**config.mk**
```make
export PLATFORM = sky130hd
export DESIGN_NAME = idp_ctrl_flat
export DESIGN_NICKNAME = d
export VERILOG_FILES = /design/src/rtl/idp_ctrl_pkg.sv /design/src/rtl/idp_ctrl_if.sv /design/src/rtl/idp_ctrl_dec.sv /design/src/rtl/idp_ctrl.sv /design/src/flat_wrapper.sv
export SDC_FILE = /design/constraint.sdc
export NUM_CORES = 1
export LEC_CHECK = 0
export ABC_AREA = 1
export CAP_MARGIN = 20
export CELL_PAD_IN_SITES_DETAIL_PLACEMENT = 2
export CELL_PAD_IN_SITES_GLOBAL_PLACEMENT = 2
export CORE_MARGIN = 4
export CORE_UTILIZATION = 30
export DETAILED_ROUTE_END_ITERATION = 7
export HOLD_SLACK_MARGIN = 0.06
export PLACE_DENSITY = 0.82
export SLEW_MARGIN = 20
export SYNTH_ARGS = -nofsm -noshare
export SYNTH_HDL_FRONTEND = slang
export SYNTH_SLANG_ARGS = --single-unit
```
**constraint.sdc**
```tcl
create_clock -name clk -period 3.5 [get_ports clk]
set_input_delay 0.35 -clock clk [delete_from_list [all_inputs] [get_ports clk]]
set_output_delay 0.35 -clock clk [all_outputs]
set_load 0.05 [all_outputs]
```
**src/rtl/idp_ctrl_pkg.sv**
```systemverilog
// Shared definitions for the idp_ctrl sequencer: state encodings, instruction
// class / branch condition codes, instruction field positions and the
// immediate sign-extension helper.
package idp_ctrl_pkg;

  // FSM state encodings
  localparam logic [2:0] S_IDLE   = 3'd0;
  localparam logic [2:0] S_FETCH  = 3'd1;
  localparam logic [2:0] S_DECODE = 3'd2;
  localparam logic [2:0] S_EXEC   = 3'd3;
  localparam logic [2:0] S_HALT   = 3'd4;
  localparam logic [2:0] S_PAUSE  = 3'd5;

  typedef enum logic [1:0] {
    CLS_ALU_RR = 2'b00,
    CLS_ALU_RI = 2'b01,
    CLS_BRANCH = 2'b10,
    CLS_SYS    = 2'b11
  } cls_e;

  typedef enum logic [1:0] {
    COND_ALWAYS = 2'b00,
    COND_Z      = 2'b01,
    COND_N      = 2'b10,
    COND_C      = 2'b11
  } cond_e;

  // Instruction field bit positions
  localparam int unsigned CLS_HI   = 19;
  localparam int unsigned CLS_LO   = 18;
  localparam int unsigned OP_HI    = 17;
  localparam int unsigned OP_LO    = 14;
  localparam int unsigned RD_HI    = 13;
  localparam int unsigned RD_LO    = 11;
  localparam int unsigned RS1_HI   = 10;
  localparam int unsigned RS1_LO   = 8;
  localparam int unsigned RS2_HI   = 7;
  localparam int unsigned RS2_LO   = 5;
  localparam int unsigned IMM_HI   = 7;
  localparam int unsigned IMM_LO   = 0;
  localparam int unsigned COND_HI  = 15;
  localparam int unsigned COND_LO  = 14;
  localparam int unsigned HALT_BIT = 17;

  function automatic logic [15:0] sext8(input logic [7:0] v);
    return {{8{v[7]}}, v};
  endfunction

endpackage

```
**src/rtl/idp_ctrl_if.sv**
```systemverilog
// Instruction-memory fetch handshake between idp_ctrl (master) and the
// instruction memory (slave).
interface idp_ctrl_if #(
  parameter int PC_W    = 8,
  parameter int INSTR_W = 20
);
  logic               fetch_req;
  logic [PC_W-1:0]    pc;
  logic               instr_valid;
  logic [INSTR_W-1:0] instr_data;

  modport master (
    output fetch_req,
    output pc,
    input  instr_valid,
    input  instr_data
  );

  modport slave (
    input  fetch_req,
    input  pc,
    output instr_valid,
    output instr_data
  );
endinterface

```
**src/rtl/idp_ctrl_dec.sv**
```systemverilog
// Combinational instruction decoder: splits a 20-bit instruction word into
// datapath controls and sequencing information.
module idp_ctrl_dec
  import idp_ctrl_pkg::*;
#(
  parameter int INSTR_W = 20
) (
  input  logic [INSTR_W-1:0] instr_i,
  output logic [3:0]         opcode_o,
  output logic [2:0]         write_add_o,
  output logic [2:0]         fir_add_o,
  output logic [2:0]         sec_add_o,
  output logic               sel_o,
  output logic [15:0]        secin_o,
  output logic               is_alu_o,
  output logic               is_branch_o,
  output logic               is_halt_o,
  output logic [1:0]         cond_o,
  output logic [7:0]         offset_o
);

  cls_e cls;

  // Field extraction and class decode
  always_comb begin
    cls         = cls_e'(instr_i[CLS_HI:CLS_LO]);
    opcode_o    = instr_i[OP_HI:OP_LO];
    write_add_o = instr_i[RD_HI:RD_LO];
    fir_add_o   = instr_i[RS1_HI:RS1_LO];
    is_alu_o    = (cls == CLS_ALU_RR) || (cls == CLS_ALU_RI);
    sel_o       = (cls == CLS_ALU_RI);
    sec_add_o   = sel_o ? '0 : instr_i[RS2_HI:RS2_LO];
    secin_o     = sext8(instr_i[IMM_HI:IMM_LO]);
    is_branch_o = (cls == CLS_BRANCH);
    is_halt_o   = (cls == CLS_SYS) && instr_i[HALT_BIT];
    cond_o      = instr_i[COND_HI:COND_LO];
    offset_o    = instr_i[IMM_HI:IMM_LO];
  end

endmodule

```
**src/rtl/idp_ctrl.sv**
```systemverilog
// idp_ctrl: multi-cycle IDLE/FETCH/DECODE/EXEC/HALT sequencer driving the
// register-file + ALU datapath. Holds pc, the N/Z/C flag register and the
// registered datapath controls.
// Optional build macro IDP_CTRL_SINGLE_STEP_EN adds a step input and a PAUSE
// state between EXEC and the next FETCH.
module idp_ctrl
  import idp_ctrl_pkg::*;
#(
  parameter int PC_W    = 8,
  parameter int INSTR_W = 20
) (
  input  logic        clk,
  input  logic        rst,
  input  logic        start,
`ifdef IDP_CTRL_SINGLE_STEP_EN
  input  logic        step,
`endif
  idp_ctrl_if.master  bus,
  input  logic        N,
  input  logic        Z,
  input  logic        C,
  output logic        en,
  output logic        sel,
  output logic [2:0]  write_add,
  output logic [2:0]  fir_add,
  output logic [2:0]  sec_add,
  output logic [3:0]  opcode,
  output logic [15:0] secin,
  output logic        halted
);

  logic [2:0]      state_q, state_d;
  logic [PC_W-1:0] pc_q, pc_d;
  logic [2:0]      flags_q, flags_d;   // {N, Z, C}

  logic            is_alu_q, is_branch_q, is_halt_q;
  logic [1:0]      cond_q;
  logic [7:0]      offset_q;

  logic [2:0]      write_add_q, fir_add_q, sec_add_q;
  logic [3:0]      opcode_q;
  logic            sel_q;
  logic [15:0]     secin_q;

  logic [3:0]      dec_opcode;
  logic [2:0]      dec_write_add, dec_fir_add, dec_sec_add;
  logic            dec_sel, dec_is_alu, dec_is_branch, dec_is_halt;
  logic [15:0]     dec_secin;
  logic [1:0]      dec_cond;
  logic [7:0]      dec_offset;

  logic            accept;
  logic            taken;
  logic            step_go;
  logic [15:0]     off16;

`ifdef IDP_CTRL_SINGLE_STEP_EN
  assign step_go = step;
`else
  assign step_go = 1'b1;
`endif

  assign accept = (state_q == S_FETCH) && bus.instr_valid;
  // Branch offset is sign-extended to 16 bits then truncated; PC_W <= 16.
  assign off16  = sext8(offset_q);

  idp_ctrl_dec #(.INSTR_W(INSTR_W)) u_dec (
    .instr_i     (bus.instr_data),
    .opcode_o    (dec_opcode),
    .write_add_o (dec_write_add),
    .fir_add_o   (dec_fir_add),
    .sec_add_o   (dec_sec_add),
    .sel_o       (dec_sel),
    .secin_o     (dec_secin),
    .is_alu_o    (dec_is_alu),
    .is_branch_o (dec_is_branch),
    .is_halt_o   (dec_is_halt),
    .cond_o      (dec_cond),
    .offset_o    (dec_offset)
  );

  // Branch condition evaluated on the registered flags
  always_comb begin
    taken = 1'b0;
    case (cond_e'(cond_q))
      COND_ALWAYS: taken = 1'b1;
      COND_Z:      taken = flags_q[1];
      COND_N:      taken = flags_q[2];
      COND_C:      taken = flags_q[0];
      default:     taken = 1'b0;
    endcase
  end

  // Next-state, pc and flag update
  always_comb begin
    state_d = state_q;
    pc_d    = pc_q;
    flags_d = flags_q;
    case (state_q)
      S_IDLE:   if (start) state_d = S_FETCH;
      S_FETCH:  if (bus.instr_valid) state_d = S_DECODE;
      S_DECODE: state_d = S_EXEC;
      S_EXEC: begin
        if (is_halt_q) begin
          state_d = S_HALT;
        end else begin
`ifdef IDP_CTRL_SINGLE_STEP_EN
          state_d = S_PAUSE;
`else
          state_d = S_FETCH;
`endif
          if (is_branch_q && taken) pc_d = pc_q + PC_W'(1) + off16[PC_W-1:0];
          else                      pc_d = pc_q + PC_W'(1);
          if (is_alu_q) flags_d = {N, Z, C};
        end
      end
      S_HALT:   state_d = S_HALT;
      S_PAUSE:  if (step_go) state_d = S_FETCH;
      default:  state_d = S_IDLE;
    endcase
  end

  // State, pc and flag registers
  always_ff @(posedge clk or negedge rst) begin
    if (!rst) begin
      state_q <= S_IDLE;
      pc_q    <= '0;
      flags_q <= '0;
    end else begin
      state_q <= state_d;
      pc_q    <= pc_d;
      flags_q <= flags_d;
    end
  end

  // Capture the accepted instruction; datapath controls are loaded on the
  // accept edge so their decoded values are already visible during DECODE.
  always_ff @(posedge clk or negedge rst) begin
    if (!rst) begin
      is_alu_q    <= 1'b0;
      is_branch_q <= 1'b0;
      is_halt_q   <= 1'b0;
      cond_q      <= '0;
      offset_q    <= '0;
      write_add_q <= '0;
      fir_add_q   <= '0;
      sec_add_q   <= '0;
      opcode_q    <= '0;
      sel_q       <= 1'b0;
      secin_q     <= '0;
    end else if (accept) begin
      is_alu_q    <= dec_is_alu;
      is_branch_q <= dec_is_branch;
      is_halt_q   <= dec_is_halt;
      cond_q      <= dec_cond;
      offset_q    <= dec_offset;
      if (dec_is_alu) begin
        write_add_q <= dec_write_add;
        fir_add_q   <= dec_fir_add;
        sec_add_q   <= dec_sec_add;
        opcode_q    <= dec_opcode;
        sel_q       <= dec_sel;
        secin_q     <= dec_secin;
      end
    end
  end

  assign bus.fetch_req = (state_q == S_FETCH);
  assign bus.pc        = pc_q;
  assign en            = (state_q == S_EXEC) && is_alu_q;
  assign halted        = (state_q == S_HALT);
  assign sel           = sel_q;
  assign write_add     = write_add_q;
  assign fir_add       = fir_add_q;
  assign sec_add       = sec_add_q;
  assign opcode        = opcode_q;
  assign secin         = secin_q;

endmodule

```
**src/flat_wrapper.sv**
```systemverilog
// flat-port wrapper written by rule: the top's interface ports become plain ports
module idp_ctrl_flat import idp_ctrl_pkg::*;
#(
  parameter int PC_W    = 8,
  parameter int INSTR_W = 20
)
  (clk, rst, start, N, Z, C, en, sel, write_add, fir_add, sec_add, opcode, secin, halted, bus_fetch_req, bus_pc, bus_instr_valid, bus_instr_data);
  idp_ctrl_if #(.PC_W(PC_W), .INSTR_W(INSTR_W)) bus_i ();
  input  logic clk;
  input  logic rst;
  input  logic start;
  input  logic N;
  input  logic Z;
  input  logic C;
  output logic en;
  output logic sel;
  output logic [2:0] write_add;
  output logic [2:0] fir_add;
  output logic [2:0] sec_add;
  output logic [3:0] opcode;
  output logic [15:0] secin;
  output logic halted;
  output wire logic [$bits(bus_i.fetch_req)-1:0] bus_fetch_req;
  output wire logic [$bits(bus_i.pc)-1:0] bus_pc;
  input wire logic [$bits(bus_i.instr_valid)-1:0] bus_instr_valid;
  input wire logic [$bits(bus_i.instr_data)-1:0] bus_instr_data;
  assign bus_fetch_req = bus_i.fetch_req;
  assign bus_pc = bus_i.pc;
  assign bus_i.instr_valid = bus_instr_valid;
  assign bus_i.instr_data = bus_instr_data;
  idp_ctrl #(.PC_W(PC_W), .INSTR_W(INSTR_W)) u_core (.clk(clk), .rst(rst), .start(start), .bus(bus_i), .N(N), .Z(Z), .C(C), .en(en), .sel(sel), .write_add(write_add), .fir_add(fir_add), .sec_add(sec_add), .opcode(opcode), .secin(secin), .halted(halted));
endmodule
```
==> flow_summary.json <==
{
  "status": "finished, final reports clean",
  "synth_nets": 338,
  "drive_above_1_share_pct": 11.54,
  "seq_area_frac_synth_pct": 46.53,
  "rsz0062_at_grt": "no",
  "p_sw_share_pct": 53.48,
  "ys_types": 32,
  "drt_pass1_iterations": 4,
  "die_w_microns": 101.7,
  "io_pins": 68,
  "synthSimpleGateAreaFrac_pct": 22.27,
  "grt_pass1_vias": 2531,
  "clk_pin_slew_ps": 90,
  "layout_commonest_cell": "nand2_1",
  "synth_cells": 301,
  "yosys_warnings": 0,
  "ant_nets": 0,
  "ys.flop_type": "dfrtp_1",
  "p_leak_nw": 1.640,
  "power.total_mw": 3.886,
  "crit_type": "flop to flop",
  "max_freq_mhz": 409.0,
  "whs_ps": 489.4,
  "antenna_found_initial": 0,
  "cts_setup_buffers": 0,
  "period_share_pct": 69.86,
  "synthToLayoutAreaGrowth_pct": 29.72,
  "dp_hpwl_microns": 6138,
  "post_drt_via_cell_ratio": 4.774,
  "insertion_delay_ps": 300,
  "portBuffers": 67,
  "num_vias": 2239,
  "setup_violations": 0,
  "clockBufferDepth": 2,
  "cts-buffers-inserted": 5,
  "cp_max_fo": 4,
  "synthArstFlopShare_pct": 100.0,
  "worstPathRequired_ps": 3730,
  "power.density_mw_per_mm2": 1137,
  "rows": 33,
  "finalNonFillerCells": 469,
  "synth_fa_ha_area_share_pct": 5.033,
  "synth.top_cell.area_share_pct": 46.53,
  "synth_area_leader_cell": "dfrtp_1",
  "end_kind": "flop",
  "placedCellCount": 460,
  "fin_tns_setup_ps": 0,
  "dpl_cell_area_sq_mm": 0.003312,
  "synth-xor-area-share_pct": 1.994,
  "routed_wl_microns": 7706,
  "syn_area_sq_mm": 0.002635,
  "fillers": 936,
  "htree_num_levels": 2,
  "finalHoldViolCount": 0,
  "power.share.sequential_pct": 26.9,
  "synth-compound-area-share_pct": 13.63,
  "grt-ovfl-total": 0,
  "gp_congestion": 0.8093,
  "synth_seq_cells": 49,
  "wl_per_cell_microns": 16.43,
  "synthTopCellsByArea": "dfrtp_1 (47%), nand2_1 (12%), inv_1 (4.4%), o21ai_2 (4.3%), ha_1 (4.3%)",
  "synth_top_family_by_area": "simple AND/OR/NAND/NOR gates",
  "synthMuxAreaShare_pct": 0.5698,
  "nets": 400,
  "final_area_sq_mm": 0.003418,
  "start_util_pct": 31.44,
  "drt_iter0_drc": 34,
  "drcViolationCount": 0,
  "synth-edff-count": 0,
  "grt_pass1_wl_microns": 12740,
  "tightest_slew_ps": 616.1,
  "core_area_sq_mm": 0.008382,
  "cts_root_buf": "clkbuf_8",
  "drv_cap": 0,
  "die_area_sq_mm": 0.01035,
  "max_slew_margin_pct": 58.87,
  "hp-class": "flop to flop",
  "avgSynthCellArea_sq_um": 8.754,
  "diodes": 0,
  "layout_common_cells": "nand2_1 (81), clkdlybuf4s50_1 (66), dfrtp_1 (49), inv_1 (31), a21oi_1 (19)",
  "arrival_ps": 2680,
  "grt_usage_pct": 15.72,
  "fin_skew_ps": 4.928,
  "final_max_slew_viol_count": 0,
  "grt_max_degree": 33,
  "critPathLaunchType": "flop",
  "die_h_microns": 101.7,
  "tritoncts": "built",
  "cts_sinks": 49,
  "pwr-share-clk_pct": 9.3,
  "p_sw_mw": 2.078,
  "internal_power_mw": 1.808,
  "fin_crit_ps": 2445,
  "pwr-share-comb_pct": 63.8,
  "ir_drop_mv": 0.4836
}
[cells by family after synthesis]
kind of cell,count (synthesis)
and+or+nand+nor,126
AOI/OAI and AO/OA,59
buffers and inverters,50
DFF,49
adders and majority gates,10
xor gates and xnor gates,6
muxes,1
[cells in the mapped netlist, drive strengths merged (2+ instances only)]
| library cell | n |
|---|---|
| a21oi | 19 |
| a31oi | 2 |
| buf | 14 |
| dfrtp | 49 |
| ha | 9 |
| inv | 36 |
| nand2 | 85 |
| nand3 | 14 |
| nand4 | 4 |
| nor2 | 19 |
| o211ai | 2 |
| o21ai | 32 |
| o22ai | 2 |
| or2 | 2 |
| xor2 | 5 |
[cell type report]
| class | count | area (sq um) | share of cell area (%) |
|---|---|---|---|
| Tap cell | 105 | 131.4 | 3.843 |
| Multi-Input combinational cell | 202 | 1146 | 33.53 |
| Timing Repair Buffer | 69 | 683.2 | 19.99 |
| Clock buffer | 6 | 82.58 | 2.416 |
| Sequential cell | 49 | 1226 | 35.87 |
| Inverter | 36 | 135.1 | 3.953 |
| Clock inverter | 2 | 13.76 | 0.4026 |
[worst max-delay path: stages (launching register included)]
cell     delay [ps]
dfrtp_1         420
ha_1            240
nand2_1         120
nor2_1           60
nand2_1          60
xor2_1          210
inv_1            70
ha_1            330
nand2_1         110
inv_1            40
nand2_1          50
nand2_1          50
a21oi_1         220
inv_1            90
nand2_1          90
nand3_1          80
a21oi_1         130
[worst paths after layout]
| path | end | slack [ps] | cells after the start | from |
|---|---|---|---|---|
| worst max register to register | u_core.bus.pc[7] | 1060 | 16 | u_core.bus.pc[0] |
| min in group asynchronous | u_core.bus.pc[4] | 520 | 2 | rst |
| worst max-delay path | u_core.bus.pc[7] | 1060 | 16 | u_core.bus.pc[0] |
| max in group asynchronous | u_core.is_alu_q | 2210 | 3 | rst |
| worst min-delay path | u_core.secin[0] | 490 | 2 | u_core.secin[0] |
| worst min register to register | u_core.secin[0] | 490 | 2 | u_core.secin[0] |
[power groups by stage]
stage / combinational (mW) / sequential, mW / clock [mW]
2_1_floorplan: 1.24 / 1.56 / 0
3_3_place_gp: 2.41 / 1.04 / 0
3_5_place_dp: 2.51 / 1.06 / 0
4_1_cts: 2.52 / 1.05 / 0.371
5_1_grt: 2.70 / 1.09 / 0.395
6_report: 2.48 / 1.05 / 0.360
[registers in the layout, indices dropped and copies added, names as in the netlist, 2 cells and up]
name	flops
u_core.fir_add	3
u_core.write_add	3
u_core.sec_add	3
u_core.cond_q	2
u_core.offset_q	8
u_core.state_q	3
u_core.bus.pc	8
u_core.opcode	4
u_core.flags_q	3
u_core.secin	8
[what timing repair did]
action                                 in CTS  in global routing
endpoints found under the hold margin      18                  0
resized for setup                           0                  0
hold buffers                                1                  0
[layer usage]
| metal | share of wire (%) | GRT usage (%) | vias up |
|---|---|---|---|
| met5 | 0 | 0 | - |
| met4 | 0.45 | 2.147 | 0 |
| met3 | 4.2 | 3.650 | 4 |
| met2 | 55 | 29.93 | 42 |
| met1 | 41 | 18.19 | 1109 |
| li1 | - | - | 1084 |
[metrics by stage]
| step | worst slack [ps] | util (%) |
|---|---|---|
| 3_3_place_gp | 1208 | 39.51 |
| 5_1_grt | 838.8 | 40.78 |
| 4_1_cts | 1042 | 40.78 |
| 2_1_floorplan | 1108 | - |
| 3_5_place_dp | 1096 | 39.51 |
| 6_report | 1055 | 40.78 |
No activity file was read; power rests on OpenSTA's default activity.
